<file path="src/rtl/z80_int_ctrl.sv">
// ============================================================================
// z80_int_ctrl : Z80 IM2 interrupt controller (timer, 16550, external pin)
// Revision     : 1.0  initial release
// ============================================================================
`default_nettype none

module z80_int_ctrl #(
  parameter int         TIMER_DIV = 480000,
  parameter logic [7:0] VEC_BASE  = 8'hF0,
  parameter logic [7:0] CTRL_PORT = 8'h20,
  parameter logic [7:0] EOI_PORT  = 8'h21
) (
  input  logic       CLK_24MHz,
  input  logic       RES,
  input  logic [7:0] A,
  input  logic [7:0] D_in,
  output logic [7:0] D_out,
  output logic       D_oe,
  input  logic       IORQ,
  input  logic       M1,
  input  logic       RD,
  input  logic       WR,
  input  logic       U_INT,
  input  logic       EXT_INT,
  output logic       INT
);

  localparam int                CNT_W    = $clog2(TIMER_DIV);
  localparam logic [CNT_W-1:0]  CNT_LAST = CNT_W'(TIMER_DIV - 1);
  // Bit order {EXT_INT, U_INT, WR, RD, M1, IORQ}; idle levels on reset.
  localparam logic [5:0]        SYNC_RST = 6'b101111;

  typedef enum logic [1:0] {
    S_IDLE    = 2'd0,
    S_ASSERT  = 2'd1,
    S_ACK     = 2'd2,
    S_SERVICE = 2'd3
  } state_t;

  state_t           state_q, state_d;
  logic [5:0]       meta_q, meta_d, sync_q, sync_d;
  logic             iorq_prev_q, iorq_prev_d;
  logic             rd_prev_q, rd_prev_d;
  logic             wr_prev_q, wr_prev_d;
  logic             ext_prev_q, ext_prev_d;
  logic [CNT_W-1:0] cnt_q, cnt_d;
  logic [2:0]       mask_q, mask_d;
  logic             pend_tmr_q, pend_tmr_d;
  logic             pend_ext_q, pend_ext_d;
  logic             overrun_q, overrun_d;
  logic [2:0]       in_svc_q, in_svc_d;
  logic [1:0]       win_q, win_d;
  logic             stat_rd_q, stat_rd_d;
  logic             int_n_q, int_n_d;

  logic       iorq_s, m1_s, rd_s, wr_s, uint_s, ext_s;
  logic       io_write, ctrl_wr, eoi_wr, rd_rise, iorq_rise, ext_fall;
  logic       ack_cyc, stat_sel, tick;
  logic [2:0] pending, eff;
  logic [1:0] win_sel;
  logic [3:0] mask4, pend4;
  logic       ack_take, eoi_take;
  logic       vec_oe, stat_oe;
  logic [7:0] vector, status;
  logic       unused_d_in;

  assign unused_d_in = ^D_in[7:3];

  assign iorq_s = sync_q[0];
  assign m1_s   = sync_q[1];
  assign rd_s   = sync_q[2];
  assign wr_s   = sync_q[3];
  assign uint_s = sync_q[4];
  assign ext_s  = sync_q[5];

  assign io_write  = wr_prev_q & ~wr_s & ~iorq_s & m1_s;
  assign ctrl_wr   = io_write & (A == CTRL_PORT);
  assign eoi_wr    = io_write & (A == EOI_PORT);
  assign rd_rise   = ~rd_prev_q & rd_s;
  assign iorq_rise = ~iorq_prev_q & iorq_s;
  assign ext_fall  = ext_prev_q & ~ext_s;
  assign ack_cyc   = ~m1_s & ~iorq_s;
  assign stat_sel  = ~iorq_s & ~rd_s & m1_s & (A == CTRL_PORT);
  assign tick      = (cnt_q == CNT_LAST);

  assign pending = {pend_ext_q, uint_s, pend_tmr_q};
  assign eff     = pending & mask_q;
  assign mask4   = {1'b0, mask_q};
  assign pend4   = {1'b0, pending};
  assign win_sel = eff[0] ? 2'd0 : (eff[1] ? 2'd1 : 2'd2);

  // Datapath next-state: synchronisers, timer, mask and source bookkeeping.
  always_comb begin
    meta_d      = {EXT_INT, U_INT, WR, RD, M1, IORQ};
    sync_d      = meta_q;
    iorq_prev_d = iorq_s;
    rd_prev_d   = rd_s;
    wr_prev_d   = wr_s;
    ext_prev_d  = ext_s;
    cnt_d       = tick ? '0 : cnt_q + CNT_W'(1);
    mask_d      = ctrl_wr ? D_in[2:0] : mask_q;

    stat_rd_d = stat_rd_q;
    if (stat_sel)
      stat_rd_d = 1'b1;
    else if (rd_s)
      stat_rd_d = 1'b0;

    // Set terms are applied last so a coincident tick/edge is never lost.
    pend_tmr_d = pend_tmr_q;
    if (ack_take && win_q == 2'd0)
      pend_tmr_d = 1'b0;
    if (tick)
      pend_tmr_d = 1'b1;

    pend_ext_d = pend_ext_q;
    if (ack_take && win_q == 2'd2)
      pend_ext_d = 1'b0;
    if (ext_fall)
      pend_ext_d = 1'b1;

    overrun_d = overrun_q;
    if (stat_rd_q && rd_rise)
      overrun_d = 1'b0;
    if (tick && pend_tmr_q)
      overrun_d = 1'b1;

    in_svc_d = in_svc_q;
    if (eoi_take)
      in_svc_d = 3'b000;
    if (ack_take)
      in_svc_d = in_svc_q | (3'b001 << win_q);
  end

  always_comb begin
    state_d  = state_q;
    win_d    = win_q;
    ack_take = 1'b0;
    eoi_take = 1'b0;
    case (state_q)
      S_IDLE: begin
        if (|eff) begin
          state_d = S_ASSERT;
          win_d   = win_sel;
        end
      end
      S_ASSERT: begin
        if (!(mask4[win_q] && pend4[win_q])) begin
          state_d = S_IDLE;
        end else if (ack_cyc) begin
          state_d  = S_ACK;
          ack_take = 1'b1;
        end
      end
      S_ACK: begin
        if (iorq_rise)
          state_d = S_SERVICE;
      end
      S_SERVICE: begin
        if (eoi_wr) begin
          state_d  = S_IDLE;
          eoi_take = 1'b1;
        end
      end
      default: state_d = S_IDLE;
    endcase
    int_n_d = (state_d != S_ASSERT);
  end

  always_ff @(posedge CLK_24MHz or posedge RES) begin
    if (RES) begin
      state_q     <= S_IDLE;
      meta_q      <= SYNC_RST;
      sync_q      <= SYNC_RST;
      iorq_prev_q <= 1'b1;
      rd_prev_q   <= 1'b1;
      wr_prev_q   <= 1'b1;
      ext_prev_q  <= 1'b1;
      cnt_q       <= '0;
      mask_q      <= 3'b000;
      pend_tmr_q  <= 1'b0;
      pend_ext_q  <= 1'b0;
      overrun_q   <= 1'b0;
      in_svc_q    <= 3'b000;
      win_q       <= 2'd0;
      stat_rd_q   <= 1'b0;
      int_n_q     <= 1'b1;
    end else begin
      state_q     <= state_d;
      meta_q      <= meta_d;
      sync_q      <= sync_d;
      iorq_prev_q <= iorq_prev_d;
      rd_prev_q   <= rd_prev_d;
      wr_prev_q   <= wr_prev_d;
      ext_prev_q  <= ext_prev_d;
      cnt_q       <= cnt_d;
      mask_q      <= mask_d;
      pend_tmr_q  <= pend_tmr_d;
      pend_ext_q  <= pend_ext_d;
      overrun_q   <= overrun_d;
      in_svc_q    <= in_svc_d;
      win_q       <= win_d;
      stat_rd_q   <= stat_rd_d;
      int_n_q     <= int_n_d;
    end
  end

  // Bus drive comes from raw pins so the data is there before the synchronisers react.
  assign vec_oe  = ((state_q == S_ASSERT) || (state_q == S_ACK)) && !M1 && !IORQ;
  assign stat_oe = !IORQ && !RD && M1 && (A == CTRL_PORT);
  assign vector  = (VEC_BASE & 8'hF8) | {5'b00000, win_q, 1'b0};
  assign status  = {overrun_q, in_svc_q, 1'b0, pending};

  assign D_oe  = !RES && (vec_oe || stat_oe);
  assign D_out = RES     ? 8'h00  :
                 vec_oe  ? vector :
                 stat_oe ? status : 8'h00;
  assign INT   = int_n_q;

endmodule

`default_nettype wire

</file>
<file path="config.mk">
export PLATFORM = sky130hd
export DESIGN_NAME = z80_int_ctrl
export DESIGN_NICKNAME = d
export VERILOG_FILES = /design/src/rtl/z80_int_ctrl.sv
export SDC_FILE = /design/constraint.sdc
export NUM_CORES = 1
export LEC_CHECK = 0
export BUFFER_PORTS_ARGS = -buffer_cell sky130_fd_sc_hd__buf_2
export CAP_MARGIN = 10
export CORE_AREA = 4 4 72 74
export DETAILED_ROUTE_END_ITERATION = 7
export DIE_AREA = 0 0 76 78
export MAX_ROUTING_LAYER = met4
export PLACE_DENSITY = 0.7
export SYNTH_ARGS = -nofsm -noshare
export SYNTH_HDL_FRONTEND = slang
export SYNTH_SLANG_ARGS = --single-unit
</file>
<file path="constraint.sdc">
create_clock -name CLK_24MHz -period 7 [get_ports CLK_24MHz]
set_input_delay 2.1 -clock CLK_24MHz [delete_from_list [all_inputs] [get_ports CLK_24MHz]]
set_output_delay 2.1 -clock CLK_24MHz [all_outputs]
set_load 0.005 [all_outputs]
</file>
# Word level (Yosys, flattened, before mapping)
# Index checks and enable logic that the tools add are counted.
[classes] add_sub_neg=1 magnitude_cmp=1 n_eq_ne=8 shift=1 mux=31 bitwise_logic=21 n_reduce_logical=26
[ops] operator="8-bit 2-to-1 mux" n=3
[ops] operator="19-bit by 1-bit adder with 19-bit output (second input constant)" n=1
[ops] operator="19-bit == test (second input constant)" n=1
[ops] operator="19-bit 2-to-1 mux" n=1
[ops] operator="8-bit by 6-bit == test with 1-bit output (second input constant)" n=2
[ops] operator="1-bit 2-to-1 mux" n=15
[ops] operator="2-bit 2-to-1 mux" n=7
[ops] operator="1-bit bitwise AND" n=12
[ops] operator="1-bit logical AND" n=11
[ops] operator="2-bit nonzero test" n=5
[ops] operator="2-bit one-hot mux with 4 select lines" n=1
[ops] operator="1-bit NOT" n=7
[ops] operator="2-bit == test (second input constant)" n=3
[ops] operator="3-bit 2-to-1 mux" n=2
[ops] operator="1-bit binary-select mux with 2-bit select" n=2
[ops] operator="1-bit logical NOT" n=4
[ops] operator="2-bit logical NOT" n=2
[ops] operator="3-bit bitwise AND" n=1
[ops] operator="2-bit by 3-bit < comparator with 1-bit output (second input constant)" n=1
[ops] operator="3-bit bitwise OR" n=1
[ops] operator="3-bit OR reduction" n=1
[ops] operator="1-bit by 2-bit << shifter with 3-bit output (first input constant)" n=1
[ops] operator="2-bit by 1-bit == test with 1-bit output (second input constant)" n=1
[ops] operator="1-bit logical OR" n=2
[ops] operator="2 further kinds" n=2
[word_totals] reg_bits=50 input_bits=24 output_inout_bits=10 wordCells=105

# Depth between registers and ports, before layout
[depth] depth_word=9 depth_mapped=7 mapped_depth_nobuf=7

# Worst setup path before layout
# Ideal clock, no wire load.
[synth_timing] kind="input -> output" start="input A[4]" end="output D_out[0]" arrival_time_ns=3.125 required_ns=4.900 path_slack_ns=1.775 path_stages=5 path_buffers=0 path_cell_list="nor4b_2 > nor2b_1 > nand4_1 > nor2_1 > and3_1"
[synth_between] elab_chain_len=5
[synth_lines] item="from (decl)" line_no="15" rtl="input logic [7:0] A,"
[synth_lines] item="8-bit by 6-bit == test with 1-bit output" line_no="210" rtl="assign stat_oe = !IORQ && !RD && M1 && (A == CTRL_PORT);"
[synth_lines] item="1-bit logical AND" line_no="210"
[synth_lines] item="8-bit 2-to-1 mux" line_no="217" rtl="stat_oe ? status : 8'h00;"
[synth_lines] item="8-bit 2-to-1 mux" line_no="216" rtl="vec_oe ? vector :"
[synth_lines] item="8-bit 2-to-1 mux" line_no="215" rtl="assign D_out = RES ? 8'h00 :"
[synth_lines] item="to (decl)" line_no="17" rtl="output logic [7:0] D_out,"
# Every way passes these cells.

# Worst setup path in the final report
# Same ends and word-level chain as after synthesis.

==> parameters.txt <==
Parameter                              Value

Worst hold path
  Hold Crit Endpoint ... sync_q[4]
  Min-Delay Startpoint ... meta_q[4]
  Number of cells on the worst hold path ... 0
  Worst hold-check path type ... reg -> reg

Placement
  Post-place setup slack ... about 1300 ps
  Port buffer count ... 27
  RePlAce Congestion ... between 0.7 and 0.8
  Placed wire-length estimate ... between 2 and 3 mm
  Area of placed instances ... about 2400 sq um
  Placed cell count ... between 200 and 300

Yosys
  Number of warning messages in the yosys log ... 0
  Top cells by area in the synthesized netlist ... sky130_fd_sc_hd__dfrtp_1 39%, sky130_fd_sc_hd__dfstp_2 18%, sky130_fd_sc_hd__xor2_1 4.3%
  Number of distinct library cell variants in the gate-level netlist after synthesis ... 48
  Most frequent cells after synthesis ... 35 x sky130_fd_sc_hd__dfrtp_1, 22 x sky130_fd_sc_hd__nor2_1, 17 x sky130_fd_sc_hd__nand2_1
  Async SR Flop Fraction ... 100.0%
  Most used standard cell by instance count after synthesis ... sky130_fd_sc_hd__dfrtp_1
  Synthesized area ... ~2200 sq um
  Largest area contributor in the netlist ... sky130_fd_sc_hd__dfrtp_1
  Synth Net Count ... between 200 and 250
  Number of synthesized flops with an enable pin ... 0
  Total of flip-flops plus latches after synthesis ... 50
  Post-synthesis area per instance ... about 11 sq um
  Synth Flop Type ... sky130_fd_sc_hd__dfrtp_1
  Seq/Total Area, Yosys ... a little under three fifths
  Syn Inst Count ... 195
  Synth top area share ... approximately two fifths

STA
  Hold violation total from the final report ... 0
  Final worst clock skew ... 9.044 ps
  Slew of the pin with the lowest slew margin ... ~970 ps
  Final-layout worst hold slack ... ~360 ps
  Headroom to the max-slew limit ... 34.96%
  FMAX ... 175.9 MHz
  Portion of the clock cycle consumed by the worst path in the final layout ... between 80% and 90%
  TNS Setup ... 0 ps
  Final Critical Period ... roughly 5700 ps
  RSZ-0062 raised after global routing ... no
  Final Max Tran Viols ... 0
  Final Worst Setup Slack ... 1316 ps
  Final setup viols ... 0

Worst setup path
  Largest fanout on the critical path ... 6
  Reg-to-reg endpoint ... cnt_q[17]
  Number of cell instances on the worst register-to-register path ... 6
  Worst R2R Start ... cnt_q[0]
  Startpoint type of the worst setup path ... primary input
  Reg2reg setup slack ... roughly 5000 ps
  Critical setup path kind ... in -> out
  Arrival time of data at the critical path endpoint ... approximately 3600 ps
  Kind of end point of the critical path ... output pin
  Endpoint required time on the critical path ... a little under 5000 ps

Die
  Chip width ... 76 um
  Core area ... around 4600 sq um
  Initial Util ... around half
  I/O pin cnt ... 34
  Die span in y ... slightly below 80 um
  Row Count ... 25
  Area enclosed by the die boundary ... just under 6000 sq um

Detailed routing
  Via density ... approximately 5.2
  Total vias in the final route ... 1467
  1st-pass router iterations ... 5
  Final routed wirelength across all metal layers ... 3.749 mm
  Drt wl/cell ... approximately 13 um
  Antenna Violating Nets Remaining ... 0
  Drt drc ... 0
  DRT iter0 DRCs ... 47

Job
  Max-cap violation count ... 0

CTS
  Count of instances resized after the clock tree is built ... 0
  Total of hold buffers inserted after clock tree synthesis ... 0
  CTS clk-pin slew, worst paths ... 90 ps
  H-tree levels ... 2
  Clk sinks ... 50
  Clock root buffer ... sky130_fd_sc_hd__clkbuf_8
  Source-to-sink clock delay at the later pin of the worst-skew pair ... approximately 300 ps
  Total clock buffers created by CTS ... 5
  Maximum count of clock buffers along a single path ... 2
  Setup repair bufs after CTS ... 0
  CTS tree ... yes

Final layout
  Share of final-layout standard cells stronger than drive strength 1 ... between 20% and 30%
  Area growth syn-to-layout ... 12.86%
  Antenna Cells ... 0
  Cell area after layout ... 2526 sq um
  Post-layout utilization of the core ... a little over half
  NumNets Final ... 256
  Post-route insts no fill ... 281

Global route
  Vias in the first global route ... around 1400
  Antenna violations before repair ... 0
  Final global-route overflow total ... 0
  Overall global routing resource usage ... 13.98%
  Maximum number of pins on one net before global-route repair ... around 50
  Global-route wire length before repair ... between 6 and 7 mm

Outcome
  Result of the run ... finished clean

Power and ir drop
  Power after layout ... approximately 0.61 mW
  IR drop worst, VDD ... approximately 140 uV
  P per Cell Area ... roughly 240 nW/um^2
  Static leakage ... between 1 and 1.5 nW
## kinds of logic after synthesis
logic type / after synthesis / synth area share, %
AO/OA/AOI/OAI: 29 / 10.01
XOR/XNOR: 16 / 6.260
adder cells (fa/ha/maj): 6 / 3.354
buffers and inverters: 12 / 2.571
flip-flops: 50 / 56.74
multiplexers: 6 / 2.851
other: 1 / 0.1675
AND/OR/NAND/NOR: 75 / 18.05
## registers in the layout, summed over array words and instances (netlist names)
register	cells
cnt_q	19
meta_q	6
sync_q	6
in_svc_q	3
mask_q	3
state_q	2
win_q	2
INT	1
ext_prev_q	1
iorq_prev_q	1
overrun_q	1
pend_ext_q	1
pend_tmr_q	1
rd_prev_q	1
stat_rd_q	1
wr_prev_q	1
## final cells by class
type                       count  area [sq um]
clock buffer                   6         72.57
clock inverter                 2         36.28
fill                         408          2072
inverter                       9         33.78
multi-input combinational    133         910.9
sequential                    50          1270
tap                           54         67.56
timing repair buffer          27         135.1
## report_power, final
| part | leakage (nW) | internal [mW] | switching [mW] |
|---|---|---|---|
| Clock | 0.0557 | 0.107 | 0.0908 |
| Sequential | 0.608 | 0.308 | 0.0151 |
| Combinational | 0.557 | 0.0390 | 0.0507 |
## how the worst max path moves through the flow
stage,depth (start not counted),startpoint,end
5_1_grt,7,A[4],D_out[0]
6_report,7,A[4],D_out[0]
4_1_cts,7,A[4],D_out[0]
2_1_floorplan,5,A[4],D_out[0]
3_5_place_dp,7,A[4],D_out[0]
3_3_place_gp,7,A[4],D_out[0]
## worst max-delay path, stage by stage
cell and delay (ps):
sky130_fd_sc_hd__buf_2 100, sky130_fd_sc_hd__nor4b_2 300, sky130_fd_sc_hd__nor2b_1 210, sky130_fd_sc_hd__nand4_1 210
sky130_fd_sc_hd__nor2_1 360, sky130_fd_sc_hd__and3_1 200, sky130_fd_sc_hd__buf_2 110
## per-layer routing
layer	global-route usage, %	share of wire, %
met5	-	0
met2	20.38	45
met4	6.228	1.7
met3	3.828	4.2
met1	18.20	49
## placed cells by master (no fill, tap or decap), types with 4 or more instances in the layout
cell	n
sky130_fd_sc_hd__dfstp_2	15
sky130_fd_sc_hd__inv_1	8
sky130_fd_sc_hd__clkbuf_8	5
sky130_fd_sc_hd__xor2_1	11
sky130_fd_sc_hd__a21o_1	6
sky130_fd_sc_hd__nand3_1	6
sky130_fd_sc_hd__buf_2	27
sky130_fd_sc_hd__o21ai_0	4
sky130_fd_sc_hd__dfrtp_1	35
sky130_fd_sc_hd__nand2b_1	5
sky130_fd_sc_hd__ha_1	6
sky130_fd_sc_hd__nand4_1	4
sky130_fd_sc_hd__nor2_1	22
sky130_fd_sc_hd__nand2_1	17
sky130_fd_sc_hd__xnor2_1	5
No activity file was read; power rests on OpenSTA's default activity.
